--- src/rtl/inst_fetch_pkg.sv ---
// Shared constants, FSM state encoding and PC helper for the fetch stage.
package inst_fetch_pkg;

    localparam int          REG_BUS   = 32;
    localparam logic [31:0] ZERO_WORD = 32'h0000_0000;
    localparam logic        TRUE_V    = 1'b1;
    localparam logic        FALSE_V   = 1'b0;

    typedef enum logic [1:0] {
        IF_IDLE = 2'd0,
        IF_REQ  = 2'd1,
        IF_WAIT = 2'd2,
        IF_HOLD = 2'd3
    } if_state_t;

    // Sequential PC step; wraps modulo 2^32 and does not check alignment.
    function automatic logic [REG_BUS-1:0] pc_inc(input logic [REG_BUS-1:0] pc);
        return pc + 32'd4;
    endfunction

endpackage

--- src/rtl/inst_fetch_pc_reg.sv ---
// Program counter with pending branch/jump redirect.
// pc always points at the instruction after the one on the decoder output,
// so a redirect is only applied once the delay slot has been delivered.
module inst_fetch_pc_reg
    import inst_fetch_pkg::*;
#(
    parameter logic [REG_BUS-1:0] RESET_PC = 32'hBFC0_0000
) (
    input  logic               clk,
    input  logic               rst,
    input  logic               deliver,
    input  logic               capture,
    input  logic [REG_BUS-1:0] br_addr,
    output logic [REG_BUS-1:0] pc
);

    logic               redir_pend;
    logic [REG_BUS-1:0] redir_tgt;
    logic [REG_BUS-1:0] pc_next;

    // Next PC: a capture in the same edge as a delivery means the delivered word
    // is the delay slot, so the fresh target takes effect immediately.
    always_comb begin
        pc_next = pc;
        if (deliver) begin
            if (capture) begin
                pc_next = br_addr;
            end else if (redir_pend) begin
                pc_next = redir_tgt;
            end else begin
                pc_next = pc_inc(pc);
            end
        end
    end

    // PC and redirect bookkeeping; repeated captures simply rewrite the same target.
    always_ff @(posedge clk) begin
        if (rst) begin
            pc         <= RESET_PC;
            redir_pend <= FALSE_V;
            redir_tgt  <= ZERO_WORD;
        end else begin
            pc <= pc_next;
            if (deliver) begin
                redir_pend <= FALSE_V;
            end else if (capture) begin
                redir_pend <= TRUE_V;
                redir_tgt  <= br_addr;
            end
        end
    end

endmodule

--- src/rtl/inst_fetch.sv ---
// Instruction fetch: one outstanding request, 1-entry stall buffer and
// registered decoder outputs.
//
//   state   | meaning
//   --------+----------------------------------------------
//   IF_IDLE | reset state, no request
//   IF_REQ  | request valid, waiting for grant
//   IF_WAIT | one request outstanding, waiting for rvalid
//   IF_HOLD | returned word buffered while decoder stalls
module inst_fetch
    import inst_fetch_pkg::*;
#(
    parameter logic [REG_BUS-1:0] RESET_PC = 32'hBFC0_0000
) (
    input  logic               clk,
    input  logic               rst,
    input  logic               stall_i,
    input  logic               br_e_i,
    input  logic [REG_BUS-1:0] br_addr_i,
    output logic               inst_sram_req_o,
    output logic [REG_BUS-1:0] inst_sram_addr_o,
    input  logic               inst_sram_gnt_i,
    input  logic               inst_sram_rvalid_i,
    input  logic [REG_BUS-1:0] inst_sram_rdata_i,
    output logic [REG_BUS-1:0] inst_o,
    output logic [REG_BUS-1:0] inst_addr_o,
    output logic               inst_valid_o
);

    if_state_t          state;
    if_state_t          state_next;
    logic [REG_BUS-1:0] pc;
    logic [REG_BUS-1:0] hold_buf;
    logic [REG_BUS-1:0] deliver_word;
    logic               deliver;
    logic               buffer_en;
    logic               capture;

    // A redirect only counts while a real instruction sits on the output.
    assign capture          = br_e_i & inst_valid_o;
    assign inst_sram_addr_o = pc;

    inst_fetch_pc_reg #(
        .RESET_PC (RESET_PC)
    ) u_pc_reg (
        .clk     (clk),
        .rst     (rst),
        .deliver (deliver),
        .capture (capture),
        .br_addr (br_addr_i),
        .pc      (pc)
    );

    // State register.
    always_ff @(posedge clk) begin
        if (rst) begin
            state <= IF_IDLE;
        end else begin
            state <= state_next;
        end
    end

    // Next state, request strobe and delivery/buffer decisions.
    always_comb begin
        state_next      = state;
        inst_sram_req_o = FALSE_V;
        deliver         = FALSE_V;
        buffer_en       = FALSE_V;
        deliver_word    = inst_sram_rdata_i;
        case (state)
            IF_IDLE: begin
                state_next = IF_REQ;
            end
            IF_REQ: begin
                inst_sram_req_o = TRUE_V;
                if (inst_sram_gnt_i) begin
                    state_next = IF_WAIT;
                end
            end
            IF_WAIT: begin
                if (inst_sram_rvalid_i) begin
                    if (stall_i) begin
                        buffer_en  = TRUE_V;
                        state_next = IF_HOLD;
                    end else begin
                        deliver    = TRUE_V;
                        state_next = IF_REQ;
                    end
                end
            end
            IF_HOLD: begin
                deliver_word = hold_buf;
                if (!stall_i) begin
                    deliver    = TRUE_V;
                    state_next = IF_REQ;
                end
            end
            default: begin
                state_next = IF_IDLE;
            end
        endcase
    end

    // Hold buffer captures a returned word the decoder cannot take yet.
    always_ff @(posedge clk) begin
        if (rst) begin
            hold_buf <= ZERO_WORD;
        end else if (buffer_en) begin
            hold_buf <= inst_sram_rdata_i;
        end
    end

    // Decoder outputs: load on delivery, hold on stall, otherwise drop to a nop
    // while keeping the last address.
    always_ff @(posedge clk) begin
        if (rst) begin
            inst_o       <= ZERO_WORD;
            inst_addr_o  <= ZERO_WORD;
            inst_valid_o <= FALSE_V;
        end else if (deliver) begin
            inst_o       <= deliver_word;
            inst_addr_o  <= pc;
            inst_valid_o <= TRUE_V;
        end else if (!stall_i) begin
            inst_o       <= ZERO_WORD;
            inst_valid_o <= FALSE_V;
        end
    end

endmodule

--- config.mk ---
export PLATFORM = sky130hd
export DESIGN_NAME = inst_fetch
export DESIGN_NICKNAME = d
export VERILOG_FILES = /design/src/rtl/inst_fetch_pkg.sv /design/src/rtl/inst_fetch_pc_reg.sv /design/src/rtl/inst_fetch.sv
export SDC_FILE = /design/constraint.sdc
export NUM_CORES = 1
export LEC_CHECK = 0
export ABC_CLOCK_PERIOD_IN_PS = 7200
export BUFFER_PORTS_ARGS = -buffer_cell sky130_fd_sc_hd__buf_4
export CAP_MARGIN = 20
export CORE_MARGIN = 2
export CORE_UTILIZATION = 40
export DETAILED_ROUTE_END_ITERATION = 10
export GPL_TIMING_DRIVEN = 0
export PLACE_DENSITY = 0.68
export REMOVE_ABC_BUFFERS = 1
export SLEW_MARGIN = 20
export SYNTH_ARGS = -nofsm -noshare
export SYNTH_HDL_FRONTEND = slang
export SYNTH_HIERARCHICAL = 1
export SYNTH_SLANG_ARGS = --single-unit
--- constraint.sdc ---
create_clock -name clk -period 7.2 [get_ports clk]
set_input_delay 0 -clock clk [delete_from_list [all_inputs] [get_ports clk]]
set_output_delay 0 -clock clk [all_outputs]
set_load 0.005 [all_outputs]
Word level (Yosys, flattened, before mapping)
Cells that the tools add are included.
{ "totals": {"regBits": 164, "elab_cells": 41, "output_inout_bits": 98, "inputBits": 70} }
{ "op_classes": {"muxes": 19, "reduce_logical": 4, "addsub": 1, "n_eq_ne": 7, "n_bitwise": 2} }
{ "op_table": {"columns": ["op", "count"], "rows": [
  ["32-bit 2-to-1 mux", 5],
  ["32-bit by 3-bit adder with 32-bit output (second input constant)", 1],
  ["1-bit 2-to-1 mux", 8],
  ["2-bit 2-to-1 mux", 4],
  ["2-bit one-hot mux with 4 select lines", 1],
  ["2-bit inequality test (second input constant)", 3],
  ["2-bit equality test (second input constant)", 2],
  ["3-bit AND reduction", 1],
  ["2-bit by 1-bit equality test with 1-bit output (second input constant)", 1],
  ["2-bit logical NOT", 1],
  ["2-bit by 1-bit inequality test with 1-bit output (second input constant)", 1],
  ["1-bit one-hot mux with 2 select lines", 1],
  ["2-bit AND reduction", 1],
  ["2-bit OR reduction", 1],
  ["1-bit AND", 1],
  ["1-bit NOT", 1]
]} }

Longest topological paths before layout
Gate-level depths: netlist of the first run.
{ "depth": {"ltp_word": 5, "ltp_mapped": 13, "depth_no_buf": 10} }

Hierarchy
Netlist of the first run, hierarchy kept.
{ "by_module_without_submodules": {"columns": ["mod", "area_each_um2", "seq_area_each_um2", "n_inst", "cells_per_inst"], "rows": [
  ["inst_fetch", 4468.0, 1981.9, 1, 454],
  ["inst_fetch_pc_reg", 3338.2, 1301.2, 1, 439]
]} }

Least setup slack after synthesis of the first run
No wires, ideal clock.
{ "synth_timing": {"path_type": "register to register", "startpoint": "register state[0]", "endpoint": "register u_pc_reg.pc[21]", "setup_ps": 74, "path_stages_with_launch": 13, "path_buffers": 3, "slack_ps": 4569, "period_less_slack_ps": 2631, "t_arrival_ps": 2557, "path_cell_list": "dfxtp_1 inv_1 ha_1 a21oi_1 or3_1 buf_4 inv_6 buf_8 clkbuf_1 inv_1 or3_1 or3_1 a31oi_1"} }
{ "synth_via": {"elab_chain_len": 2, "word_cells_on_any_way": 3, "cone_classes": "eq/ne (2); mux (1)"} }
{ "synth_rtl": {"columns": ["element", "line_no", "source"], "rows": [
  ["start: declaration", "inst_fetch.sv:30", "if_state_t state;"],
  ["start signal: assignment", "inst_fetch.sv:59", "state <= state_next;"],
  ["2-bit equality test", "inst_fetch.sv:70", "case (state)"],
  ["1-bit one-hot mux with 2 select lines (*)", "inst_fetch.sv:70", null],
  ["via deliver", "inst_fetch.sv:35", "logic deliver;"],
  ["end signal: assignment", "inst_fetch_pc_reg.sv:43", "pc <= pc_next;"],
  ["end: declaration", "inst_fetch_pc_reg.sv:14", "output logic [REG_BUS-1:0] pc"]
]} }
The timed path passes the listed nets; every way through them passes the cells marked *.
A chain may end at the register's enable or synchronous reset.

Worst setup path after layout of the first run
{ "layout_timing": {"startpoint": "register state[0]", "endpoint": "register u_pc_reg.pc[28]"} }
{ "layout_via": {"elab_chain_len": 2, "word_cells_on_any_way": 3, "cone_classes": "eq/ne (2); mux (1)"} }
{ "layout_rtl": {"columns": ["element", "line_no"], "rows": [
  ["2-bit equality test", "inst_fetch.sv:70"],
  ["1-bit one-hot mux with 2 select lines (*)", "inst_fetch.sv:70"]
]} }
Mark *: on every way between the ends. The rest lies on a longest branch, timed or not.

==> results of run 1 <==
cell type report:
class / count / area (µm²)
Tap cell: 265 / 331.6
Clock inverter: 12 / 155.1
Fill cell: 1790 / 8886
Multi-Input combinational cell: 639 / 4129
Sequential cell: 164 / 3283
Clock buffer: 19 / 442.9
Inverter: 17 / 68.82
Timing Repair Buffer: 238 / 2038
per-layer routing:
metal | vias up | global-route usage | wire, µm
met5 | - | 0 | 0
met4 | 0 | 0.05779 | 273
met3 | 27 | 0.03999 | 1228
met2 | 226 | 0.3504 | 10260
met1 | 3358 | 0.2686 | 9939
li1 | 3534 | - | -
timing repair:
item / 4_1_cts / 5_1_grt
hold buffers: 65 / 0
hold endpoints to repair: 114 / 0
setup buffers: 0 / 0
resized for setup: 0 / 0
cells by family (layout without fill, tap and decap cells):
logic type / count (synthesis) / after routing / synth area share
compound gates: 219 / 219 / 0.1971
simple gates: 342 / 342 / 0.2260
buf+inv: 90 / 286 / 0.05385
xor+xnor: 1 / 1 / 0.001122
mux: 70 / 70 / 0.09008
flops: 164 / 164 / 0.4206
fa+ha+maj: 7 / 7 / 0.01122
power groups by stage:
stage,sequential (W),clock [W],combinational [W]
after floorplan,0.000940,0,0.0000518
after global placement,0.000941,0,0.000122
after detailed placement,0.000942,0,0.000126
after CTS,0.000921,0.000954,0.000155
after global routing,0.000922,0.000992,0.000168
final,0.000921,0.000935,0.000155
tightest hold or removal path: stages:
cell and delay, ps:
buf_4 240, nand2_1 120, a21oi_1 50
Yosys cell counts (3+ instances only):
cell type,count
buf_2,11
a221o_1,6
mux2i_1,68
o22ai_1,4
clkbuf_1,49
and4_1,4
a31oi_1,5
ha_1,7
nor3_1,4
buf_1,5
a2bb2oi_1,4
o22a_1,4
o31ai_1,7
nand3_1,15
o211ai_1,3
nand2_1,158
a21oi_1,97
dfxtp_1,164
o31ai_2,29
nor2_1,25
a311oi_1,6
nand3b_1,33
buf_6,3
and3_1,8
o21ai_0,24
nand4_1,9
a211oi_1,4
a221oi_1,5
nor4_1,5
nand2b_1,65
buf_8,3
or3_1,4
inv_1,16
a22oi_1,6
per-stage QoR:
step	power [W]	setup WS, ps	hold slack (ps)	cells	area [µm²]
5_1_grt	0.002082	2826	60.28	1354	10450
3_3_place_gp	0.001063	924.8	258.2	1252	9040
2_1_floorplan	0.0009915	2860	69.07	820	7455
4_1_cts	0.002030	3072	40.83	1354	10450
3_5_place_dp	0.001067	3089	266.1	1258	9200
6_report	0.002011	3103	59.13	1354	10450
path summary, 6_finish.rpt:
kind | endpoint | slack [ps] | cells after the start
min reg2reg | hold_buf[12] | 450 | 2
max reg2reg | u_pc_reg/pc[28] | 3100 | 9
max | u_pc_reg/pc[28] | 3100 | 9
min | inst_valid_o | 60 | 3
flip-flops by register name (all words and copies together), names as in the netlist:
signal	flops
hold_buf	32
inst_addr_o	32
inst_o	32
inst_valid_o	1
state	2
u_pc_reg/pc	32
u_pc_reg/redir_pend	1
u_pc_reg/redir_tgt	32
==> results by group, run 1 <==
Routing
  – Final wirelength: 21700 µm
  – Routed via count: 7145
  – Vias/cell: 5.277
  – Initial DRC count: 517
  – Initial DRT Pass Iterations: 5
  – Antenna-violating nets left: 0
  – Mean routed wirelength per cell: 16.03 µm
  – DRC viols: 0

Power
  – NetSw: about 0.00046 W
  – Int Power: 0.001551 W
  – Leakage: approximately 3.8 nW
  – Sw frac: 0.2285
  – Register share of total power: 0.458
  – Clock Power Share: 0.465
  – Power Dens Cells: 192.4 nW/µm²
  – Worst-case vdd ir drop: 0.0001582 V
  – Comb pwr share: 0.077

STA
  – Worst-case clock skew: just under 9 ps
  – Worst rel slew slack: 0.4376
  – Fin crit period: approximately 4000 ps
  – Final Max Slew Viols: 0
  – RSZ-0062 raised after global routing: no
  – Max Clk Rate: 244.1 MHz
  – Worst Max-Slew Pin Slew: 842.7 ps
  – Fin. Hold Viols: 0
  – Final TNS setup: 0 ps
  – Crit share post-route: 0.5690
  – # setup viols final: 0

Setup path
  – Worst R2R Start: state[0]
  – CP peak stage delay: 660 ps
  – Worst setup path start: state[0]
  – Kind of end point of the critical path: flip-flop
  – Family with the most delay on the worst path: simple AND/OR/NAND/NOR gates
  – WS Path Type: flip-flop to flip-flop
  – Critical path data arrival time: 4420 ps
  – Worst-path maximum fanout: 70
  – CP max stage cell: or3_2
  – Critical Path RT: 7520 ps
  – CP Cell Sequence: ha_2 > nor2_1 > or3_2 > buf_12 > inv_6 > nand2b_1 > a221o_1 > a311o_2 > o221a_2
  – Buf/Inv on CP: 2
  – CP startpoint kind: flip-flop

Synth
  – Yosys warns: 6
  – Asr flop ratio synth: 0
  – Area leader, netlist: dfxtp_1
  – Synth Register Bits: 164
  – Count of cell types in the netlist: 59
  – Ranking of synthesized cells by area: dfxtp_1 (42%), mux2i_1 (8.7%), nand2_1 (7.6%)
  – Post-synthesis sequential area ratio: 0.4206
  – Area share of the largest cell type after synthesis: 0.4206
  – Post-synthesis area per instance: 8.742 µm²
  – Post-synth EDFFs: 0
  – Synth Cell Area: between 7000 and 8000 µm²
  – Main synth FF type: dfxtp_1
  – Mapped Cells: 893

Finish
  – Share of layout cells above drive strength 1: 0.2323
  – Post-layout util: 0.5404
  – Layout Nets: 1154
  – Most frequent cells in the layout: buf_4 (166), dfxtp_1 (164), nand2_1 (157), a21oi_1 (97), mux2i_1 (68)
  – Ant diodes: 0
  – P&R area growth vs syn: 33.85%
  – Commonest non-fill, non-tap cell in the layout: buf_4

Die
  – Die width: 143.7 µm
  – Die area: 20650 µm²
  – Initial core utilization: 0.4037
  – CORE AREA: 19330 µm²
  – Site Rows: 51
  – Die height: approximately 140 µm
  – Number of I/O pins: 168

Placement
  – Port-buffer cells: 167
  – Routability-driven placement congestion ratio: around 0.78
  – Post-DP HPWL: 13490 µm

Clock tree
  – Worst-path clk slew: 70 ps
  – Clock Latency Late Sink: 430 ps
  – Clk buf depth: 2
  – CTS tree: built
  – CTS Buf Count: 17
  – Root Buffer: clkbuf_16
  – Clock sink total: around 160
  – H-tree depth: 4

Global route
  – Total Routing Usage GR: 0.2068
  – Number of global-route vias before repair: 6665
  – Largest net degree at the start of global routing: roughly 130
  – Global-route wire length before repair: roughly 34000 µm
  – Initial antenna violation count: 0
  – Gr ovfl total: 0

Run status
  – Status: finished, final reports clean

Hold path
  – Worst hold start: stall_i
  – Hold/Removal Path Class: input pin to flip-flop

Run
  – Max cap viols: 0
Note: power is estimated with default switching activity, not from simulation.
==> inputs of run 2 (changes only) <==
- ABC_CLOCK_PERIOD_IN_PS: 7200 -> 3600
- PLACE_DENSITY: 0.68 -> 0.7
- clock period: 7.2 -> 3.6 ns (I/O delays scaled with it)
==> run 2 against run 1 <==
Clock skew increased by 4.3 ps. Core utilization increased by 0.41 points. Sequential share of layout area decreased by 0.24 points. Non-clock buffer count increased by 3. Highest routed layer unchanged.
==> results by group, run 2 (synthesis gave the netlist of run 1 again) <==
Run status
  – Status: finished, final reports clean

STA
  – Max Clk Rate: 305.8 MHz (+25%)
  – Worst Max-Slew Pin Slew: 841.5 ps (-1.203 ps)
  – Crit share post-route: 0.9085 (+0.3394)
  – # setup viols final: 0 (unchanged)
  – Fin. Hold Viols: 0 (unchanged)
  – RSZ-0062 raised after global routing: no
  – Hold WS: 46.96 ps (-12.17 ps)
  – Fin crit period: 3271 ps (-826.6 ps)
  – Worst-case clock skew: 12.99 ps (+4.339 ps)
  – Final Max Slew Viols: 0 (unchanged)
  – Worst rel slew slack: 0.4343 (-0.003264)

Power
  – Leakage: 3.810 nW (+0.89%)
  – Power Dens Cells: 385.5 nW/µm² (+100%)
  – Final Power: 0.004059 W (+100%)
  – Worst-case vdd ir drop: 0.0003282 V (+110%)

Clock tree
  – Clock sink total: 164 (unchanged)
  – CTS Buf Count: 17 (unchanged)
  – Root Buffer: clkbuf_16
  – Worst-path clk slew: 70 ps (about the same)
  – Clock Latency Late Sink: 430 ps (about the same)
  – H-tree depth: 4 (unchanged)
  – CTS tree: built
  – Clk buf depth: 2 (unchanged)

Hold path
  – Hold/Removal Path Class: input pin to flip-flop

Setup path
  – Critical Path RT: 3920 ps (-3600 ps)
  – Critical path data arrival time: 3590 ps (-830 ps)
  – CP startpoint kind: flip-flop
  – WS Path Type: flip-flop to flip-flop
  – Worst-path maximum fanout: 70 (unchanged)
  – Kind of end point of the critical path: flip-flop
  – R2r setup slk: 330 ps (-2770 ps)

Global route
  – Gr ovfl total: 0 (unchanged)
  – Global-route wire length before repair: 33230 µm (-2.6%)
  – Number of global-route vias before repair: 6417 (-3.7%)
  – Initial antenna violation count: 0 (unchanged)
  – Largest net degree at the start of global routing: 120 (-4.8%)
  – Total Routing Usage GR: 0.2035 (-0.003263)

Routing
  – Mean routed wirelength per cell: 16.07 µm (+0.28%)
  – DRC viols: 0 (unchanged)
  – Antenna-violating nets left: 0 (unchanged)
  – Final wirelength: 21830 µm (+0.58%)
  – Vias/cell: 5.242 (-0.67%)
  – Initial DRT Pass Iterations: 5 (unchanged)
  – Routed via count: 7118 (-0.38%)
  – Initial DRC count: 508 (-1.7%)

Die
  – Number of I/O pins: 168 (unchanged)
  – Die area: 20650 µm² (unchanged)
  – CORE AREA: 19330 µm² (unchanged)
  – Die height: 143.7 µm (unchanged)
  – Site Rows: 51 (unchanged)
  – Initial core utilization: 0.4037 (unchanged)
  – Die width: 143.7 µm (unchanged)

Finish
  – Commonest non-fill, non-tap cell in the layout: buf_4
  – Post-layout util: 0.5446 (+0.004141)
  – Ant diodes: 0 (unchanged)
  – Most frequent cells in the layout: buf_4 (170), dfxtp_1 (164), nand2_1 (157), a21oi_1 (97), mux2i_1 (68)
  – Post-route cell area: 10530 µm² (+0.77%)
  – Layout Nets: 1157 (+0.26%)
  – Share of layout cells above drive strength 1: 0.2379 (+0.005554)
  – P&R area growth vs syn: 34.88%

Placement
  – Port-buffer cells: 167 (unchanged)
  – Placed inst area: 9211 µm² (+0.12%)
  – Routability-driven placement congestion ratio: 0.8031 (+3.2%)
  – Post-DP HPWL: 13370 µm (-0.93%)

Run
  – Max cap viols: 0 (unchanged)
==> run 2: changes by cell type in the layout (fill, tap and decap cells not counted), sizes merged <==
| cell | change |
|---|---|
| clkinv | -2 |
| buf | +4 |
| inv | +3 |
| dlygate4sd3 | -1 |
==> run 2: routing by layer <==
layer / track usage / part of all wire / routed length, µm / vias up
met5: 0 / 0 / 0 / -
met4: 0.07018 / 0.019 / 408 / 0
met1: 0.2584 / 0.44 / 9696 / 3287
met2: 0.3353 / 0.47 / 10300 / 261
li1: - / - / - / 3539
met3: 0.05298 / 0.065 / 1420 / 31
==> run 2: critical path: stages, from the launching register on <==
cell	delay, ps
dfxtp_1	450
ha_4	380
nor2_1	70
or3_4	470
buf_12	230
inv_12	290
nand2b_2	340
a221o_1	380
a311o_2	350
o221a_2	120
==> run 2: repair_timing <==
| item | in CTS | in global routing |
|---|---|---|
| hold endpoints to repair | 115 | 0 |
| hold buffers | 64 | 0 |
| gates resized for setup | 5 | 2 |
| gates cloned | 0 | 0 |
| setup buffers | 0 | 4 |
| setup endpoints to repair | 45 | 3 |
==> run 2: worst paths after layout <==
check                    start               to  depth (start not counted)
hold / removal         stall_i     inst_valid_o                          3
hold reg to reg   hold_buf[22]     hold_buf[22]                          2
setup / recovery      state[0]  u_pc_reg/pc[28]                          9
setup reg to reg      state[0]  u_pc_reg/pc[28]                          9
==> run 2: final cells by class <==
cell class,count,area [µm²]
repair buffers,241,2069
clock inverters,13,171.4
inverters,17,80.08
well taps,265,331.6
fillers,1753,8806
clock buffers,19,442.9
multi-input cells,639,4150
flip-flops and latches,164,3283
==> run 2: stage by stage <==
| stage | setup WS, ps | setup TNS, ps | cells |
|---|---|---|---|
| 5_1_grt | 215.2 | 0 | 1358 |
| 3_5_place_dp | -580.9 | -19290 | 1258 |
| 3_3_place_gp | -2744 | -171250 | 1252 |
| 2_1_floorplan | -740.4 | -30840 | 820 |
| 4_1_cts | 41.35 | 0 | 1354 |
| 6_report | 329.4 | 0 | 1358 |
==> run 2: power breakdown <==
part	internal (W)	leakage (nW)	total, W	switching, W
Sequential	0.00183	1.32	0.00184	0.0000168
Combinational	0.000168	2.19	0.000310	0.000143
Clock	0.00112	0.301	0.00190	0.000781
Total	0.00312	3.81	0.00406	0.000941
